[src/rtl/pipeline_hazard_ctrl.sv]
// Stall/bubble scheduler beside ID: load-use and branch-operand hazard detection
// against an EXE/MEM destination scoreboard, mul/div busy sequencing and memory freeze.
module pipeline_hazard_ctrl #(
  parameter int MUL_LATENCY = 4,
  parameter int DIV_LATENCY = 32
) (
  input  logic       CLK,
  input  logic       RESET,
  input  logic       ID_valid,
  input  logic [4:0] ID_rs,
  input  logic [4:0] ID_rt,
  input  logic       ID_uses_rs,
  input  logic       ID_uses_rt,
  input  logic [4:0] ID_dest,
  input  logic       ID_writes,
  input  logic       ID_load,
  input  logic       ID_branch,
  input  logic       ID_muldiv,
  input  logic       ID_div,
  input  logic       ID_hilo_read,
  input  logic       MEM_freeze_req,
  output logic       STALL_FRONT,
  output logic       BUBBLE_EXE,
  output logic       FREEZE_ALL,
  output logic       MD_START,
  output logic       MD_BUSY,
  output logic [1:0] STALL_CAUSE
);

  typedef struct packed {
    logic       wr;
    logic [4:0] dest;
    logic       load;
  } sb_ent_t;

  typedef enum logic {IDLE, BUSY} md_state_t;

  localparam logic [5:0] MUL_CNT = 6'(MUL_LATENCY - 1);
  localparam logic [5:0] DIV_CNT = 6'(DIV_LATENCY - 1);

  // A producer in WB is never a hazard (forwarded / write-first regfile), so the
  // WB slot of the shifting scoreboard would be dead state and is not kept.
  sb_ent_t   sb_exe, sb_mem;
  md_state_t state, state_nxt;
  logic [5:0] cnt, cnt_nxt;
  logic hit_exe, hit_mem, haz_lu, haz_br, haz_md, accept;

  function automatic logic src_match(input sb_ent_t e, input logic [4:0] r, input logic use_r);
    return use_r && e.wr && (e.dest == r) && (r != 5'd0);
  endfunction

  always_comb begin
    hit_exe = src_match(sb_exe, ID_rs, ID_uses_rs) || src_match(sb_exe, ID_rt, ID_uses_rt);
    hit_mem = src_match(sb_mem, ID_rs, ID_uses_rs) || src_match(sb_mem, ID_rt, ID_uses_rt);
    haz_lu  = ID_valid && hit_exe && sb_exe.load;
    haz_br  = ID_valid && ID_branch && (hit_exe || (hit_mem && sb_mem.load));
    haz_md  = ID_valid && (state == BUSY) && (ID_muldiv || ID_hilo_read);
  end

  always_comb begin
    STALL_FRONT = 1'b0;
    BUBBLE_EXE  = 1'b0;
    FREEZE_ALL  = 1'b0;
    STALL_CAUSE = 2'd0;
    if (!RESET) begin
      if (MEM_freeze_req) begin
        FREEZE_ALL  = 1'b1;
        STALL_FRONT = 1'b1;
      end else if (haz_lu || haz_br || haz_md) begin
        STALL_FRONT = 1'b1;
        BUBBLE_EXE  = 1'b1;
        STALL_CAUSE = haz_lu ? 2'd1 : (haz_br ? 2'd2 : 2'd3);
      end
    end
  end

  assign accept = ID_valid && !STALL_FRONT && !RESET;

  // Scoreboard holds across freezes so the hazard re-evaluates against the same view.
  always_ff @(posedge CLK) begin
    if (RESET) begin
      sb_exe <= '0;
      sb_mem <= '0;
    end else if (!MEM_freeze_req) begin
      sb_mem <= sb_exe;
      sb_exe <= accept ? {ID_writes && (ID_dest != 5'd0), ID_dest, ID_load} : '0;
    end
  end

  always_ff @(posedge CLK) begin
    if (RESET) begin
      state <= IDLE;
      cnt   <= '0;
    end else begin
      state <= state_nxt;
      cnt   <= cnt_nxt;
    end
  end

  // Counter runs through freezes; the unit is independent of pipeline holds.
  always_comb begin
    state_nxt = state;
    cnt_nxt   = cnt;
    unique case (state)
      IDLE: if (accept && ID_muldiv) begin
        state_nxt = BUSY;
        cnt_nxt   = ID_div ? DIV_CNT : MUL_CNT;
      end
      BUSY: begin
        cnt_nxt = cnt - 6'd1;
        if (cnt == 6'd0) begin
          state_nxt = IDLE;
          cnt_nxt   = '0;
        end
      end
      default: state_nxt = IDLE;
    endcase
  end

  always_comb begin
    MD_BUSY  = (state == BUSY) && !RESET;
    MD_START = (state == IDLE) && accept && ID_muldiv;
  end

endmodule

[config.mk]
export PLATFORM = sky130hd
export DESIGN_NAME = pipeline_hazard_ctrl
export DESIGN_NICKNAME = d
export VERILOG_FILES = /design/src/rtl/pipeline_hazard_ctrl.sv
export SDC_FILE = /design/constraint.sdc
export NUM_CORES = 1
export LEC_CHECK = 0
export CELL_PAD_IN_SITES_DETAIL_PLACEMENT = 1
export CELL_PAD_IN_SITES_GLOBAL_PLACEMENT = 1
export CORE_MARGIN = 3
export CORE_UTILIZATION = 38
export CTS_CLUSTER_SIZE = 24
export DETAILED_ROUTE_END_ITERATION = 10
export PLACE_DENSITY_LB_ADDON = 0.1
export RECOVER_POWER = 25
export SETUP_SLACK_MARGIN = 0.1
export SYNTH_ARGS = -nofsm -noshare
export SYNTH_HDL_FRONTEND = slang
export SYNTH_SLANG_ARGS = --single-unit
[constraint.sdc]
create_clock -name CLK -period 4.6 [get_ports CLK]
set_input_delay 0.46 -clock CLK [delete_from_list [all_inputs] [get_ports CLK]]
set_output_delay 0.46 -clock CLK [all_outputs]
set_load 0.01 [all_outputs]
## Yosys cells after proc, flatten, opt, wreduce, memory -nomap -nowiden

Cells that the tools add are included.

| word-level totals | value |
|---|---|
| flip-flop bits (word level) | 21 |
| input bits | 27 |
| output and inout bits | 7 |

| cells by class | value |
|---|---|
| add/sub/neg operators | 1 |
| eq/ne operators | 5 |
| muxes and demuxes | 20 |
| bitwise operators | 1 |
| reductions and logical operators | 38 |

Operator list:

| operator | count |
|---|---|
| 1-bit logical AND | 26 |
| 5-bit equality test | 4 |
| 5-bit nonzero test | 3 |
| 6-bit 2-to-1 mux | 2 |
| 6-bit one-hot mux with 2 select lines | 1 |
| 1-bit 2-to-1 mux | 10 |
| 2-bit 2-to-1 mux | 4 |
| 7-bit 2-to-1 mux | 1 |
| 6-bit logical NOT | 1 |
| 1-bit logical OR | 6 |
| 6-bit by 1-bit subtractor with 6-bit output (second input constant) | 1 |
| 5-bit 2-to-1 mux | 1 |
| 1-bit logical NOT | 2 |
| 2-bit != test (second input constant) | 1 |
| 1-bit one-hot mux with 2 select lines | 1 |
| 1-bit NOT | 1 |

## Depth between registers and ports, before layout

Gate-level depths: netlist (run 1).

| depth | value |
|---|---|
| word-level depth | 18 |
| mapped depth | 7 |
| gate-level depth less buffers | 7 |

## Worst setup path before layout (run 1)

OpenSTA, ideal clock, no wires.

| path | value |
|---|---|
| path kind | input to output |
| start point | input ID_rs[0] |
| end point | output STALL_CAUSE[1] |
| data arrival time | 2.133 ns |
| required time | 4.140 ns |
| setup slack | 2.007 ns |
| stages on the path | 6 |
| path buffers | 0 |
| cell sequence | or4_1 o21a_1 and4_4 o21a_4 and2_1 nor4_1 |

| between the ends | value |
|---|---|
| word-level cells in the longest chain between the ends | 12 |
| elaborated cells on any way between the ends | 20 |
| classes of those cells | eq/ne (2); mux (4); reduce/logical (14) |

Ends and longest elaborated chain:

| what | line | RTL |
|---|---|---|
| from (decl) | 10 | `input logic [4:0] ID_rs,` |
| 5-bit equality test | 49 | `return use_r && e.wr && (e.dest == r) && (r != 5'd0);` |
| 1-bit logical AND (2 in a row) | 49 |  |
| 1-bit logical OR | 54 | `hit_mem = src_match(sb_mem, ID_rs, ID_uses_rs) \|\| src_match(sb_mem, ID_rt, ID_uses_rt);` |
| 1-bit logical AND | 56 | `haz_br = ID_valid && ID_branch && (hit_exe \|\| (hit_mem && sb_mem.load));` |
| 1-bit logical OR | 56 |  |
| 1-bit logical AND | 56 |  |
| 1-bit logical OR (2 in a row) | 69 | `end else if (haz_lu \|\| haz_br \|\| haz_md) begin` |
| 2-bit 2-to-1 mux (*) | 69 |  |
| 2-bit 2-to-1 mux (*) | 66 | `if (MEM_freeze_req) begin` |
| 2-bit 2-to-1 mux (*) | 65 | `if (!RESET) begin` |
| to (decl) | 27 | `output logic [1:0] STALL_CAUSE` |

Every way passes the cells marked *; elsewhere a longest branch is shown, timed or not.

## Worst setup path in the final report (run 1)

| path | value |
|---|---|
| start point | input ID_rs[0] |
| end point | output MD_START |

| between the ends | value |
|---|---|
| word-level cells in the longest chain between the ends | 17 |
| elaborated cells on any way between the ends | 24 |
| classes of those cells | eq/ne (2); mux (3); reduce/logical (19) |

Ends and longest elaborated chain:

| what | line | RTL |
|---|---|---|
| 5-bit equality test | 49 |  |
| 1-bit logical AND (2 in a row) | 49 |  |
| 1-bit logical OR | 54 |  |
| 1-bit logical AND | 56 |  |
| 1-bit logical OR | 56 |  |
| 1-bit logical AND | 56 |  |
| 1-bit logical OR (*) (2 in a row) | 69 |  |
| 1-bit 2-to-1 mux (*) | 69 |  |
| 1-bit 2-to-1 mux (*) | 66 |  |
| 1-bit 2-to-1 mux (*) | 65 |  |
| 1-bit logical NOT (*) | 77 | `assign accept = ID_valid && !STALL_FRONT && !RESET;` |
| 1-bit logical AND (*) (2 in a row) | 77 |  |
| 1-bit logical AND (*) (2 in a row) | 122 | `MD_START = (state == IDLE) && accept && ID_muldiv;` |
| to (decl) | 25 | `output logic MD_START,` |

Marks and branches as above.

==> key figures, run 1 <==
STA
  – Final worst setup slack: 1045 ps
  – Relative slew slack: 51.44%
  – RSZ-0062 raised after global routing: false
  – Min Clock Period, post-route: 3555 ps
  – Total negative setup slack: 0 ps
  – Setup violations, final: 0
  – Final period utilization: 77.29%
  – Slew Viols, Final: 0
  – Worst Skew: 1.052 ps
  – Worst slew pin tran: 726.1 ps
  – Final Hold Viols: 0
  – Max frequency: 0.2813 GHz

Layout
  – Sequential cell area: 420.4 um^2
  – Area grow syn2layout: 30.17%
  – Nets: 212
  – Filler cells: 399
  – Area of the multi-input gates: 837.1 um^2
  – Final Core Density: 53.93%
  – Most frequent cells in the layout: 32 x clkdlybuf4s50_1, 21 x dfxtp_1, 16 x xnor2_1, 12 x nor2_1, 11 x a21oi_1
  – Layout Cell Area excl Fill: 1700 um^2
  – Share of layout cells above drive strength 1: 6.593%
  – Most common cell after layout, fill and taps aside: clkdlybuf4s50_1
  – Antenna diodes: 0

Yosys
  – Post-synth top area share: 32.18%
  – Synthesis Warnings: 0
  – Cell variety after synth: 39
  – Syn nets: 179
  – Register bit total from synthesis: 21
  – Post-synthesis sequential area ratio: 32.18%
  – Post-synth EDFFs: 0
  – Mapped Cells: 150
  – Largest cells by area after synthesis: dfxtp_1 32%, xnor2_1 11%, mux2i_1 5.4%, a21oi_1 4.2%, a22o_1 4.0%
  – Avg Cell Area, Syn: 8.708 um^2
  – Mapped Area: 1306 um^2
  – Primary FF master, synth: dfxtp_1
  – Area leader, netlist: dfxtp_1
  – Asr flop ratio synth: 0%

Global route
  – Antenna violations before repair: 0
  – Routing usage on met3: 1.560%
  – First-pass GRT wire length: 6320 um
  – Maximum number of pins on one net before global-route repair: 21
  – Grt total ovfl: 0
  – Vias in the first global route: 1,339
  – Global routing usage on met1: 24.95%
  – GR Util All Layers: 19.05%
  – GRT busiest layer: met2
  – GRT met2 Usage: 33.25%

Die
  – Die height: 64.63 um
  – Core ar.: 3153 um^2
  – Site Rows: 20
  – Initial Utilization: 41.43%
  – IO Pins: 34
  – Die Footprint: 4177 um^2
  – Die Width: 64.63 um

Setup path
  – Crit Path Max Fanout: 5
  – Worst reg2reg startpoint: sb_exe[5]$_SDFFE_PP0N_
  – CP Capture Type: output pin
  – Worst r2r dst: cnt[4]$_SDFFE_PP0P_
  – Critical path arrival: 3100 ps
  – Crit path required time: 4140 ps
  – CP Class: in2out
  – Reg-to-reg slack, setup: 2380 ps
  – Setup crit start kind: primary input
  – R2R cell count: 7

Clocking
  – Worst-Skew Late Latency: 300 ps
  – Hold-fix buffers, CTS: 0
  – CTS Root Cell: clkbuf_4
  – Setup bufs post-CTS: 0
  – Post-cts resize count: 0
  – Worst-path clk slew: 120 ps
  – Clock Tree Buf Depth: 2
  – Clk sink count: 21
  – H-tree Lvls: 1
  – CTS tree: yes
  – TritonCTS Buffers: 3

Power and ir drop
  – Max IR drop VDD: 0.1803 mV
  – PwrDens: 220.2 nW/um^2
  – Sw Pwr: 105.5 uW
  – Switch share: 28.18%
  – Sequential Power Share: 52.8%
  – Clk pwr share: 23.9%
  – Pleak: 0.0006189 uW
  – Gate power share: 23.3%
  – Int Power: 268.9 uW

Routing
  – DRT Pass-1 Iters: 4
  – DRC viols: 0
  – Drt total wl: 3637 um
  – DR iter-0 viols: 53
  – Via count: 1,235
  – Antenna viol nets, final: 0
  – Wire per inst: 16.09 um
  – Via density: 5.465

Place
  – Cell Area, Placed: 1673 um^2
  – Buffers on Ports: 33
  – DP HPWL: 2970 um
  – Final Wtd Congestion: 0.7966
  – DP Worst Slack: 1045 ps

Min path
  – WHS Endpoint: cnt[5]$_SDFFE_PP0P_
  – Hold Path Class: reg2reg
  – Hold Crit Start: cnt[5]$_SDFFE_PP0P_
  – Worst Hold Path Cells: 2

Run status
  – Status: completed

Job
  – Maxcap violations: 0
cells in the mapped netlist, types with 2 or more instances:
library cell and instances:
nor2_1 12, o32ai_1 3, xor2_1 6, ha_1 2, xnor2_1 16, dfxtp_1 21
nor3_1 7, clkbuf_1 5, a22o_1 6, inv_1 8, a221oi_1 2, nand3_1 4
nand2_1 6, nand4_1 3, a21oi_1 11, nand3b_1 2, o21a_1 2, o21ai_1 2
nor2b_1 2, nor4_1 4, or4_1 2, mux2i_1 7
metrics by stage:
stage	total power (uW)	hold slack, ps	cells
detailed placement	289.5	475.1	222
global placement	284.9	465.0	222
global route	399.3	523.8	226
finish	374.5	491.1	226
floorplan	246.5	453.3	150
CTS	377.3	492.9	226
worst max path at each step:
stage                         from             end  slack [ps]  cells past startpoint
after floorplan           ID_rs[0]  STALL_CAUSE[1]        2010                      6
after global placement    ID_rs[0]  STALL_CAUSE[1]        1120                      8
after detailed placement  ID_rs[1]        MD_START        1040                      9
after CTS                 ID_rs[1]        MD_START        1040                      9
after global routing      ID_rs[1]        MD_START         880                      9
final                     ID_rs[0]        MD_START        1040                      9
kinds of logic after synthesis:
family | count (synthesis) | synth area share (%)
and+or+nand+nor | 51 | 22.03
AOI/OAI and AO/OA | 34 | 20.02
xor gates and xnor gates | 22 | 14.75
DFF | 21 | 32.18
buffers and inverters | 13 | 3.736
muxes | 7 | 5.364
adders and majority gates | 2 | 1.915
power by group through the flow:
| stage | clock network (uW) | logic (uW) | registers (uW) |
|---|---|---|---|
| 5_1_grt | 103 | 97.4 | 199 |
| 4_1_cts | 91.3 | 88.4 | 198 |
| 2_1_floorplan | 0 | 48.2 | 198 |
| 3_3_place_gp | 0 | 83.7 | 201 |
| 6_report | 89.3 | 87.4 | 198 |
| 3_5_place_dp | 0 | 87.7 | 202 |
area by class of cell:
| class | instances | area share, % |
|---|---|---|
| Inverter | 8 | 1.766 |
| Clock inverter | 1 | 0.2943 |
| Timing Repair Buffer | 33 | 19.43 |
| Sequential cell | 21 | 24.72 |
| Tap cell | 44 | 3.238 |
| Multi-Input combinational cell | 116 | 49.23 |
| Clock buffer | 3 | 1.325 |
flip-flops by register name, summed over array words and instances (netlist names):
name    cells
sb_exe      7
sb_mem      7
state       1
cnt         6
critical path: stages:
cell,delay [ps]
clkdlybuf4s50_1,460
or4_1,530
o21a_1,200
and4_4,190
o21a_4,240
o2bb2ai_2,270
nand3b_1,140
inv_1,70
clkdlybuf4s50_1,530
routing by layer:
metal | up-vias | share of wire, %
met5 | - | 0
met4 | 0 | 0.58
met3 | 2 | 3.3
met2 | 22 | 50
met1 | 596 | 46
li1 | 615 | -
(Power assumes the default switching activity.)
==> run 2: changes to the inputs <==
- CORE_UTILIZATION: 38 -> 32
- clock period: 4.6 -> 2.9 ns (I/O delays scaled with it)
==> run 2 against run 1 <==
Compared with the run above: non-clock buffer count grew 19; via count grew 5.5%; largest power group unchanged; clock skew grew 0.71 ps; sequential power grew 58%; combinational power grew 80%; utilization shrank 3.6 points; highest routed layer unchanged; clock-buffer cell count grew 1; global-route usage shrank 1.9 points.
==> key figures, run 2 (synthesis gave the netlist of run 1 again) <==
Die
  – IO Pins: 34 (unchanged)
  – Core ar.: 3799 um^2 (+20%)
  – Site Rows: 22 (+10%)
  – Initial Utilization: 34.39% (-7.0 points)
  – Die Footprint: 4885 um^2 (+17%)
  – Die Width: 69.89 um (+8.1%)
  – Die height: 69.89 um (+8.1%)

Power and ir drop
  – Int Power: 481.7 uW (+79%)
  – Sequential Power Share: 46.8% (-6.0 points)
  – Gate power share: 23.5% (+0.2 points)
  – Total Power: 668.9 uW (+79%)
  – Max IR drop VDD: 0.1892 mV (+5.0%)
  – Switch share: 27.99% (-0.20 points)
  – Pleak: 0.0007983 uW (+29%)
  – Clk pwr share: 29.7% (+5.8 points)
  – Sw Pwr: 187.2 uW (+77%)
  – PwrDens: 350.1 nW/um^2 (+59%)

STA
  – RSZ-0062 raised after global routing: false
  – Final worst setup slack: 211.4 ps (-833.2 ps)
  – Worst Skew: 1.764 ps (+0.7121 ps)
  – Max frequency: 0.3719 GHz
  – Final hold slack: 510.0 ps (+18.90 ps)
  – Final period utilization: 92.71%
  – Min Clock Period, post-route: 2689 ps
  – Setup violations, final: 0 (unchanged)
  – Slew Viols, Final: 0 (unchanged)
  – Worst slew pin tran: 709.3 ps (-16.77 ps)
  – Relative slew slack: 52.71% (+1.3 points)
  – Final Hold Viols: 0 (unchanged)

Layout
  – Share of layout cells above drive strength 1: 18.91% (+12 points)
  – Most frequent cells in the layout: 21 x dfxtp_1, 18 x clkdlybuf4s50_1, 18 x buf_4, 16 x xnor2_1, 12 x nor2_1
  – Nets: 231 (+9.0%)
  – Area grow syn2layout: 46.26%
  – Regs by FF count: sb_exe x7, sb_mem x7, cnt x6
  – Layout Cell Area excl Fill: 1911 um^2 (+12%)
  – Most common cell after layout, fill and taps aside: dfxtp_1
  – Final Core Density: 50.30% (-3.6 points)
  – Antenna diodes: 0 (unchanged)

Clocking
  – Worst-Skew Late Latency: 260 ps (-40 ps)
  – Clk sink count: 21 (unchanged)
  – CTS tree: yes
  – TritonCTS Buffers: 3 (unchanged)
  – H-tree Lvls: 1 (unchanged)
  – Clock Tree Buf Depth: 2 (unchanged)
  – Worst-path clk slew: 80 ps (-40 ps)
  – CTS Root Cell: clkbuf_8

Routing
  – DRT Pass-1 Iters: 4 (unchanged)
  – Via count: 1,303 (+5.5%)
  – Drt total wl: 4141 um (+14%)
  – Antenna viol nets, final: 0 (unchanged)
  – DRC viols: 0 (unchanged)
  – Via density: 5.233 (-4.2%)
  – Wire per inst: 16.63 um (+3.3%)
  – DR iter-0 viols: 23 (-57%)

Setup path
  – Worst Path Buf+Inv: 3 (unchanged)
  – CP Capture Type: output pin
  – CP top delay family: simple AND/OR/NAND/NOR gates
  – Largest incremental delay on the critical path: 510 ps (-20 ps)
  – Crit path required time: 2610 ps (-1530 ps)
  – CP most frequent cell: o21a_1
  – Crit Path Max Fanout: 4 (-1)
  – Slowest library cell on the worst path: or4_1
  – CP cell instances: dlygate4sd2_1 > or4_1 > o21a_1 > and4_4 > o21a_4 > and2_1 > buf_4 > o21a_1 > clkdlybuf4s15_2
  – Setup crit start kind: primary input
  – Critical path arrival: 2400 ps (-700 ps)
  – CP Class: in2out

Global route
  – GR Util All Layers: 17.13% (-1.9 points)
  – Grt total ovfl: 0 (unchanged)
  – First-pass GRT wire length: 6775 um (+7.2%)
  – Antenna violations before repair: 0 (unchanged)
  – Vias in the first global route: 1,340 (+0.075%)
  – Maximum number of pins on one net before global-route repair: 20 (-4.8%)

Place
  – Final Wtd Congestion: 0.8785 (+10%)
  – Cell Area, Placed: 1805 um^2 (+7.9%)
  – DP HPWL: 3198 um (+7.7%)
  – Buffers on Ports: 33 (unchanged)
  – DP Worst Slack: -221.6 ps (-1266 ps)

Min path
  – Hold Path Class: reg2reg

Run status
  – Status: completed

Job
  – Maxcap violations: 0 (unchanged)
## run 2: final cells by class
cell class                      instances  area (um^2)
Clock buffer                            4        45.04
Timing Repair Buffer                   52        476.7
Multi-Input combinational cell        116        878.3
Sequential cell                        21        420.4
Tap cell                               48        60.06
Fill cell                             450         1888
Inverter                                8        30.03
## run 2: repair_timing
| action | CTS | global route |
|---|---|---|
| pin swaps | 2 | 6 |
| setup endpoints to repair | 5 | 4 |
| buffers inserted | 1 | 1 |
| resized for setup | 11 | 16 |
| hold buffers | 0 | 0 |
## run 2: worst paths after layout
path,start,to,slack [ps],cells after the start
min reg2reg,cnt[5]$_SDFFE_PP0P_,cnt[5]$_SDFFE_PP0P_,510,2
max reg2reg,sb_exe[5]$_SDFFE_PP0N_,cnt[4]$_SDFFE_PP0P_,770,8
min,cnt[5]$_SDFFE_PP0P_,cnt[5]$_SDFFE_PP0P_,510,2
max,ID_rs[0],STALL_CAUSE[0],210,9
## run 2: through the flow
| step | instances | setup TNS (ps) |
|---|---|---|
| detailed placement | 243 | -785.9 |
| global route | 249 | 0 |
| finish | 249 | 0 |
| global placement | 243 | -815.2 |
| floorplan | 150 | 0 |
| CTS | 248 | 0 |
## run 2: tightest hold or removal path: stages (launching register included)
cell and delay (ps):
dfxtp_1 340, nand2_1 70, a21oi_1 50
## run 2: metal layers
metal | vias up | global-route usage (%) | wire, um
met1 | 617 | 23.34 | 1975
met4 | 0 | 4.468 | 40
li1 | 652 | - | -
met2 | 30 | 27.70 | 1971
met5 | - | 0 | 0
met3 | 4 | 3.165 | 152
## run 2: power groups by stage
stage          Combinational [uW]  Clock (uW)  Sequential, uW
6_report                      157         198             313
5_1_grt                       171         221             315
4_1_cts                       154         203             313
3_5_place_dp                  154           0             320
3_3_place_gp                  148           0             319
2_1_floorplan                76.5           0             315
==> run 3: changes to the inputs <==
--- a/config.mk
+++ b/config.mk
@@ -12,4 +12,5 @@
 export CTS_CLUSTER_SIZE = 24
 export DETAILED_ROUTE_END_ITERATION = 10
+export GPL_ROUTABILITY_DRIVEN = 0
 export PLACE_DENSITY_LB_ADDON = 0.1
 export RECOVER_POWER = 25
==> constraint.sdc (replaced) <==
create_clock -name CLK -period 2.9 [get_ports CLK]
set_input_delay 0.87 -clock CLK [delete_from_list [all_inputs] [get_ports CLK]]
set_output_delay 0.87 -clock CLK [all_outputs]
set_load 0.01 [all_outputs]
==> run 3 against run 2 <==
Compared with the run above: the run now ends with negative setup slack left; largest cell class unchanged; register-to-register slack got worse by 540 ps; fmax decreased by 24%; global-route usage increased by 1.6 points; clock skew increased by 6.1 ps.
==> key figures, run 3 (synthesis gave the netlist of run 1 again) <==
Clocking
  – TritonCTS Buffers: 3 (unchanged)
  – H-tree Lvls: 1 (unchanged)
  – CTS Root Cell: clkbuf_8
  – Worst-Skew Late Latency: 260 ps (about the same)
  – Worst-path clk slew: 80 ps (about the same)
  – Hold-fix buffers, CTS: 0 (unchanged)
  – Clock Tree Buf Depth: 2 (unchanged)
  – CTS tree: yes
  – Clk sink count: 21 (unchanged)

Routing
  – Antenna viol nets, final: 0 (unchanged)
  – Wire per inst: 16.05 um (-3.5%)
  – DRT Pass-1 Iters: 4 (unchanged)
  – Via density: 5.083 (-2.9%)
  – DR iter-0 viols: 51 (+120%)
  – Via count: 1,413 (+8.4%)
  – Drt total wl: 4462 um (+7.8%)
  – DRC viols: 0 (unchanged)

STA
  – Min Clock Period, post-route: 3528 ps (+839.2 ps)
  – Max frequency: 0.2835 GHz (-24%)
  – Worst slew pin tran: 515.4 ps (-193.9 ps)
  – Final Hold Viols: 0 (unchanged)
  – Worst Skew: 7.872 ps (+6.108 ps)
  – RSZ-0062 raised after global routing: true
  – Slew Viols, Final: 0 (unchanged)
  – Final worst setup slack: -627.8 ps (-839.2 ps)
  – Final period utilization: 121.6% (+29 points)
  – Relative slew slack: 65.64% (+13 points)
  – Setup violations, final: 6 (+6)

Setup path
  – Crit path required time: 2030 ps (-580 ps)
  – CP Class: in2out
  – Setup crit start kind: primary input
  – CP cell instances: buf_6 > or4_4 > o21a_4 > and4_4 > o21a_4 > o2bb2ai_4 > nand3b_1 > inv_2 > buf_6
  – Largest incremental delay on the critical path: 530 ps (+20 ps)
  – Crit Path Max Fanout: 4 (unchanged)
  – Worst Path Buf+Inv: 3 (unchanged)
  – Critical path arrival: 2660 ps (+260 ps)
  – CP top delay family: simple AND/OR/NAND/NOR gates
  – Slowest library cell on the worst path: or4_4
  – CP Capture Type: output pin

Place
  – DP Worst Slack: -1503 ps (-1281 ps)
  – DP HPWL: 3249 um (+1.6%)
  – Buffers on Ports: 33 (unchanged)

Global route
  – Grt total ovfl: 0 (unchanged)
  – Antenna violations before repair: 0 (unchanged)
  – Maximum number of pins on one net before global-route repair: 13 (-35%)
  – First-pass GRT wire length: 7445 um (+9.9%)
  – GR Util All Layers: 18.76% (+1.6 points)
  – Vias in the first global route: 1,601 (+19%)

Die
  – Initial Utilization: 34.39% (unchanged)
  – Site Rows: 22 (unchanged)
  – Core ar.: 3799 um^2 (unchanged)
  – Die Width: 69.89 um (unchanged)
  – Die height: 69.89 um (unchanged)
  – Die Footprint: 4885 um^2 (unchanged)
  – IO Pins: 34 (unchanged)

Power and ir drop
  – Total Power: 698.4 uW (+4.4%)
  – PwrDens: 310.8 nW/um^2 (-11%)
  – Max IR drop VDD: 0.1766 mV (-6.7%)
  – Pleak: 0.0009476 uW (+19%)

Layout
  – Final Core Density: 59.16% (+8.9 points)
  – Regs by FF count: sb_exe x7, sb_mem x7, cnt x6
  – Filler cells: 447 (-0.67%)
  – Antenna diodes: 0 (unchanged)
  – Sequential cell area: 420.4 um^2 (unchanged)
  – Nets: 260 (+13%)
  – Most frequent cells in the layout: 37 x buf_4, 21 x dfxtp_1, 15 x xnor2_1, 15 x clkdlybuf4s50_1, 14 x buf_6
  – Share of layout cells above drive strength 1: 40.00% (+21 points)
  – Area of the multi-input gates: 1002 um^2 (+14%)
  – Most common cell after layout, fill and taps aside: buf_4
  – Area grow syn2layout: 72.03%

Min path
  – Hold Path Class: reg2reg

Run status
  – Violated checks: negative setup slack
  – Status: finished, violations left

Job
  – Maxcap violations: 0 (unchanged)
run 3: changes by cell type in the layout (fill, tap and decap cells not counted), sizes merged:
| cell | delta |
|---|---|
| buf | +40 |
| clkdlybuf4s15 | +2 |
| clkdlybuf4s50 | -3 |
| dlygate4sd2 | -3 |
| dlymetal6s2s | -7 |
run 3: where the power goes:
part / total, uW / internal, uW / switching [uW] / leakage (uW)
clock: 198 / 98.0 / 99.7 / 0.0000228
sequential: 312 / 299 / 13.0 / 0.000171
combinational: 189 / 106 / 83.1 / 0.000754
total: 698 / 503 / 196 / 0.000948
run 3: through the flow:
step / std cells / setup TNS (ps) / hold WS, ps / cell area (um^2)
floorplan: 150 / -1295 / 453.3 / 1345
global placement: 261 / -10480 / 466.4 / 1979
detailed placement: 261 / -11880 / 498.8 / 1979
CTS: 277 / -3145 / 521.3 / 2197
global route: 278 / -3901 / 539.7 / 2247
finish: 278 / -3530 / 517.7 / 2247
run 3: worst paths after layout:
check / startpoint / endpoint / slack, ps / depth (start not counted)
min reg2reg: cnt[4]$_SDFFE_PP0P_ / cnt[4]$_SDFFE_PP0P_ / 520 / 2
max: ID_rs[0] / MD_START / -630 / 9
min: cnt[4]$_SDFFE_PP0P_ / cnt[4]$_SDFFE_PP0P_ / 520 / 2
max reg2reg: sb_exe[1]$_SDFFE_PP0N_ / state$_SDFF_PP0_ / 230 / 17
run 3: area by class of cell:
cell class	count	area share [%]
clock buffer	4	2.004
tap	48	2.673
multi-input combinational	116	44.60
inverter	8	1.336
sequential	21	18.71
timing repair buffer	81	30.68
run 3: worst min-delay path, stage by stage, from the launching register on:
cell,delay (ps)
dfxtp_1,340
inv_1,60
a221oi_1,60
run 3: timing repair:
action                                  4_1_cts  5_1_grt
endpoints found under the setup margin       21       10
gates resized for setup                      82       11
buffers inserted                             14        1
pin swaps                                    18        9
run 3: metal layers:
metal	routed length, um	track usage (%)
met2	2551	37.25
met5	0	0
met4	8	2.766
met1	1781	21.05
met3	121	2.878
==> patch 1, RTL diff (config.mk and constraints of run 2) <==
Register the input `ID_muldiv` before use. The logic sees it one clock later. The other inputs are not delayed to match.
--- a/src/rtl/pipeline_hazard_ctrl.sv
+++ b/src/rtl/pipeline_hazard_ctrl.sv
@@ -38,6 +38,12 @@
   localparam logic [5:0] MUL_CNT = 6'(MUL_LATENCY - 1);
   localparam logic [5:0] DIV_CNT = 6'(DIV_LATENCY - 1);
 
+  logic ID_muldiv_q;
+
+  always_ff @(posedge CLK) begin
+    ID_muldiv_q <= ID_muldiv;
+  end
+
   // A producer in WB is never a hazard (forwarded / write-first regfile), so the
   // WB slot of the shifting scoreboard would be dead state and is not kept.
   sb_ent_t   sb_exe, sb_mem;
@@ -54,7 +60,7 @@
     hit_mem = src_match(sb_mem, ID_rs, ID_uses_rs) || src_match(sb_mem, ID_rt, ID_uses_rt);
     haz_lu  = ID_valid && hit_exe && sb_exe.load;
     haz_br  = ID_valid && ID_branch && (hit_exe || (hit_mem && sb_mem.load));
-    haz_md  = ID_valid && (state == BUSY) && (ID_muldiv || ID_hilo_read);
+    haz_md  = ID_valid && (state == BUSY) && (ID_muldiv_q || ID_hilo_read);
   end
 
   always_comb begin
@@ -102,7 +108,7 @@
     state_nxt = state;
     cnt_nxt   = cnt;
     unique case (state)
-      IDLE: if (accept && ID_muldiv) begin
+      IDLE: if (accept && ID_muldiv_q) begin
         state_nxt = BUSY;
         cnt_nxt   = ID_div ? DIV_CNT : MUL_CNT;
       end
@@ -119,7 +125,7 @@
 
   always_comb begin
     MD_BUSY  = (state == BUSY) && !RESET;
-    MD_START = (state == IDLE) && accept && ID_muldiv;
+    MD_START = (state == IDLE) && accept && ID_muldiv_q;
   end
 
 endmodule
Function: changed (Yosys sat finds a counterexample within 4 cycles, from zero or initial values and one cycle with RESET high).
==> patch 1 against run 2 <==
Power is 0.45% lower; register-to-register slack worse by 170 ps; maximum frequency down 1.3%; worst setup slack lost 36 ps; clock skew barely moved; area after synthesis rose by 1.5%; routed wire length down 4.2%; sequential cell count up 1; final area increased by 0.98%; non-clock buffer count is 1 higher.
==> patch 1: results (changes against run 2) <==
| Metric | Value |
|---|---|
| Peak VDD IR | `0.215 mV (+14%)` |
| Setup Slack @ Placement | `-303 ps (-81.7 ps)` |
| GP Congestion | `0.868 (-1.3%)` |
| Share of layout cells above drive strength 1 | `20.3% (+1.4 points)` |
| M1 GR Usage | `20.0% (-3.4 points)` |
| Synthesized Nets | `180 (+0.56%)` |
| Worst path arrival time | `2430 ps (+30 ps)` |
| Outcome | `finished clean` |
| M1 WL | `1.73 mm (-12%)` |
| LEAKAGE | `0.750 nW (-6.1%)` |
| DR vias/cell | `5.22 (-0.17%)` |
| First-pass GRT wire length | `6.55 mm (-3.4%)` |
| Wire per inst | `15.9 µm (-4.5%)` |
| Met2 wire length | `2.09 mm (+5.9%)` |
| HPWL Detailed | `3.16 mm (-1.0%)` |
| Top cells by count, synth | `22 x dfxtp_1, 16 x xnor2_1, 12 x nor2_1` |
| Met2 global-route usage | `28.0% (+0.26 points)` |
| GRT met3 Usage | `4.17% (+1.0 points)` |
| Layout Nets | `233 (+0.87%)` |
| Register area share after synthesis | `33.2% (+1.0 points)` |
| Slew @ Worst Pin | `803 ps (+93.3 ps)` |
| Number of global-route vias before repair | `1,427 (+6.5%)` |
| Drt initial violations | `27 (+17%)` |
| GRT Util Overall | `15.9% (-1.2 points)` |
| H-tree levels | `1 (unchanged)` |
| Top flop regs | `sb_exe: 7 flops, sb_mem: 7 flops, cnt: 6 flops` |
| Largest fanout on the critical path | `3 (-1)` |
| DP Area | `0.00184 mm² (+1.9%)` |
| Fillers | `455 (+1.1%)` |
| Synth area leaders | `dfxtp_1 33%, xnor2_1 11%, mux2i_1 5.3%` |
| Setup Skew | `1.73 ps (-0.0337 ps)` |
| Routed wl met3 | `127 µm (-16%)` |
-- patch 1: worst max-delay path, delay by kind of cell --
kind                   cells  cell delay, ps
AO/OA/AOI/OAI              2             450
buffers and inverters      2             590
AND/OR/NAND/NOR            4            1090
-- patch 1: kinds of logic (layout without fill, tap and decap cells) --
logic type	after synthesis	in the layout	share of synthesized area (%)
fa+ha+maj	2	2	1.89
flops	22	22	33.2
buf+inv	13	64	3.68
compound gates	34	34	19.7
xor+xnor	22	22	14.5
simple gates	51	51	21.7
mux	7	7	5.28
-- patch 1: layout make-up --
cell class / count / share of cell area [%]
clock buffers: 3 / 2.14
well taps: 48 / 3.11
repair buffers: 53 / 23.3
inverters: 8 / 1.56
multi-input cells: 116 / 47.1
flip-flops and latches: 22 / 22.8
-- patch 1: final timing paths --
check | slack (ps) | end | depth (start not counted) | startpoint
setup reg to reg | 600 | cnt[3] | 9 | sb_exe[1]
hold reg to reg | 500 | cnt[5] | 2 | cnt[5]
setup / recovery | 180 | STALL_CAUSE[1] | 8 | ID_rs[1]
hold / removal | 500 | cnt[5] | 2 | cnt[5]
-- patch 1: report_power, final --
group          switching (mW)  internal [mW]
Combinational          0.0688         0.0853
Clock                  0.0909         0.0926
Sequential             0.0146          0.314
Total                   0.174          0.492
-- patch 1: what timing repair did --
action                                  in CTS  in global routing
endpoints found under the setup margin       5                  5
gates cloned                                 0                  0
buffers inserted                             0                  1
gates resized for setup                     17                 13
hold buffers                                 0                  0
pin swaps                                    1                  3
-- patch 1: stage by stage --
| step | power (mW) | instances |
|---|---|---|
| 2_1_floorplan | 0.406 | 151 |
| 3_3_place_gp | 0.478 | 246 |
| 3_5_place_dp | 0.486 | 246 |
| 4_1_cts | 0.671 | 249 |
| 5_1_grt | 0.699 | 250 |
| 6_report | 0.666 | 250 |
==> patch 2, RTL diff (settings of run 2) <==
Made on the original files. Set the parameter `DIV_LATENCY` to 16 (it was 32).
--- a/src/rtl/pipeline_hazard_ctrl.sv
+++ b/src/rtl/pipeline_hazard_ctrl.sv
@@ -2,7 +2,7 @@
 // against an EXE/MEM destination scoreboard, mul/div busy sequencing and memory freeze.
 module pipeline_hazard_ctrl #(
   parameter int MUL_LATENCY = 4,
-  parameter int DIV_LATENCY = 32
+  parameter int DIV_LATENCY = 16
 ) (
   input  logic       CLK,
   input  logic       RESET,
Formal check against the unedited RTL: no difference found for any inputs over 10 cycles, from zero or initial values and one cycle with RESET high; that may be too few to reach the edited logic, so the function may still have changed.
==> patch 2 against run 2 <==
Routed wire length is 3.5% lower; area after synthesis is 4.0% lower; worst setup slack worse by 74 ps; synthesized cell count is 3.3% lower; critical path depth is 1 higher; final area is 1.5% lower; power is 0.41% lower; sequential cell count stayed put; global-route usage is 0.95 points higher.
==> patch 2: results (changes against run 2) <==
| Metric | Value |
|---|---|
| Outcome | `finished clean` |
| Post-synthesis compound-gate area fraction | `16.6% (-3.5 points)` |
| TritonRoute pass-1 iters | `3 (-1)` |
| Multi-input logic area | `887 µm² (+1.0%)` |
| Fillers | `454 (+0.89%)` |
| HPWL Detailed | `2.86 mm (-10%)` |
| Crit path to | `STALL_FRONT` |
| M1 GR Usage | `23.8% (+0.48 points)` |
| Inverters | `5 (-3)` |
| Met2 global-route usage | `30.0% (+2.3 points)` |
| LEAKAGE | `0.765 nW (-4.2%)` |
| Wire per inst | `16.3 µm (-2.0%)` |
| Tmin final | `2760 ps (+74.4 ps)` |
| GRT Util Overall | `18.1% (+0.95 points)` |
| XOR/XNOR Fraction of Synth Area | `15.4% (+0.62 points)` |
| GP Congestion | `0.779 (-11%)` |
| DP Area | `0.00173 mm² (-4.4%)` |
| Share of layout cells above drive strength 1 | `21.8% (+2.9 points)` |
| Crit path from | `ID_rt[3]` |
| Slew @ Worst Pin | `717 ps (+7.50 ps)` |
| Core Box Area | `0.00372 mm² (-2.2%)` |
| Largest net degree at the start of global routing | `21 (+5.0%)` |
| FF+latch count | `21 (unchanged)` |
| Dpl cells | `235 (-3.3%)` |
| First-pass GRT wire length | `6.35 mm (-6.2%)` |
| Reg-to-reg endpoint | `sb_exe[6]` |
| Layout Nets | `227 (-1.7%)` |
| Internal power | `480 µW (-0.32%)` |
| Largest fanout on the critical path | `3 (-1)` |
| R2R setup slack | `660 ps (-110 ps)` |
| Non-Clock Buffer Area Fraction | `23.9% (-1.1 points)` |
| Synthesized Nets | `174 (-2.8%)` |
| Worst Reg-to-Reg Cells | `9 (+1)` |
| Clock-cell share of area | `2.46% (+0.10 points)` |
| DR vias/cell | `5.22 (-0.24%)` |
| Setup Skew | `4.23 ps (+2.47 ps)` |
| Post-synthesis mux area share | `6.49% (+1.1 points)` |
[patch 2: cell count changes in the layout (fill, tap and decap cells not counted), moves of 3 or more]
cell / delta
a21oi_1: -7
dlymetal6s2s_1: -5
nor2_1: +5
xnor2_1: +4
xor2_1: -4
buf_2: +3
inv_1: -3
nand3_1: -3
o21ai_0: +3
o32ai_1: -3
[patch 2: power by group through the flow]
stage / Clock (mW) / Sequential [mW] / Combinational, mW
5_1_grt: 0.216 / 0.317 / 0.170
4_1_cts: 0.204 / 0.314 / 0.152
3_3_place_gp: 0 / 0.320 / 0.145
6_report: 0.196 / 0.315 / 0.156
3_5_place_dp: 0 / 0.321 / 0.150
2_1_floorplan: 0 / 0.315 / 0.0761
[patch 2: worst min-delay path by stage]
| stage | endpoint | cells past startpoint | slack [ps] |
|---|---|---|---|
| after floorplan | sb_exe[0] | 1 | 420 |
| after global placement | cnt[5] | 2 | 490 |
| after detailed placement | cnt[5] | 2 | 510 |
| after CTS | cnt[5] | 2 | 520 |
| after global routing | cnt[5] | 2 | 550 |
| final | cnt[5] | 2 | 510 |
[patch 2: timing repair]
action	in CTS	in global routing
resized for setup	29	15
hold buffers	0	0
pin swaps	9	8
buffers inserted	2	4
setup endpoints to repair	5	4
[patch 2: layer usage]
metal / vias up / routed length [µm]
met5: - / 0
met4: 0 / 67
met3: 7 / 145
met2: 26 / 1900
met1: 618 / 1880
li1: 628 / -
[patch 2: cells by family after synthesis]
family | Yosys count
xor gates and xnor gates | 22
muxes | 8
buffers and inverters | 10
DFF | 21
adders and majority gates | 2
and+or+nand+nor | 55
AOI/OAI and AO/OA | 27
[patch 2: critical path, stage by stage]
cell	delay [ps]
clkdlybuf4s50_1	480
or4_4	460
o21ai_4	190
nor3_4	90
buf_4	150
o41ai_4	240
and3_4	250
o21ai_1	60
nor2b_1	130
buf_2	140
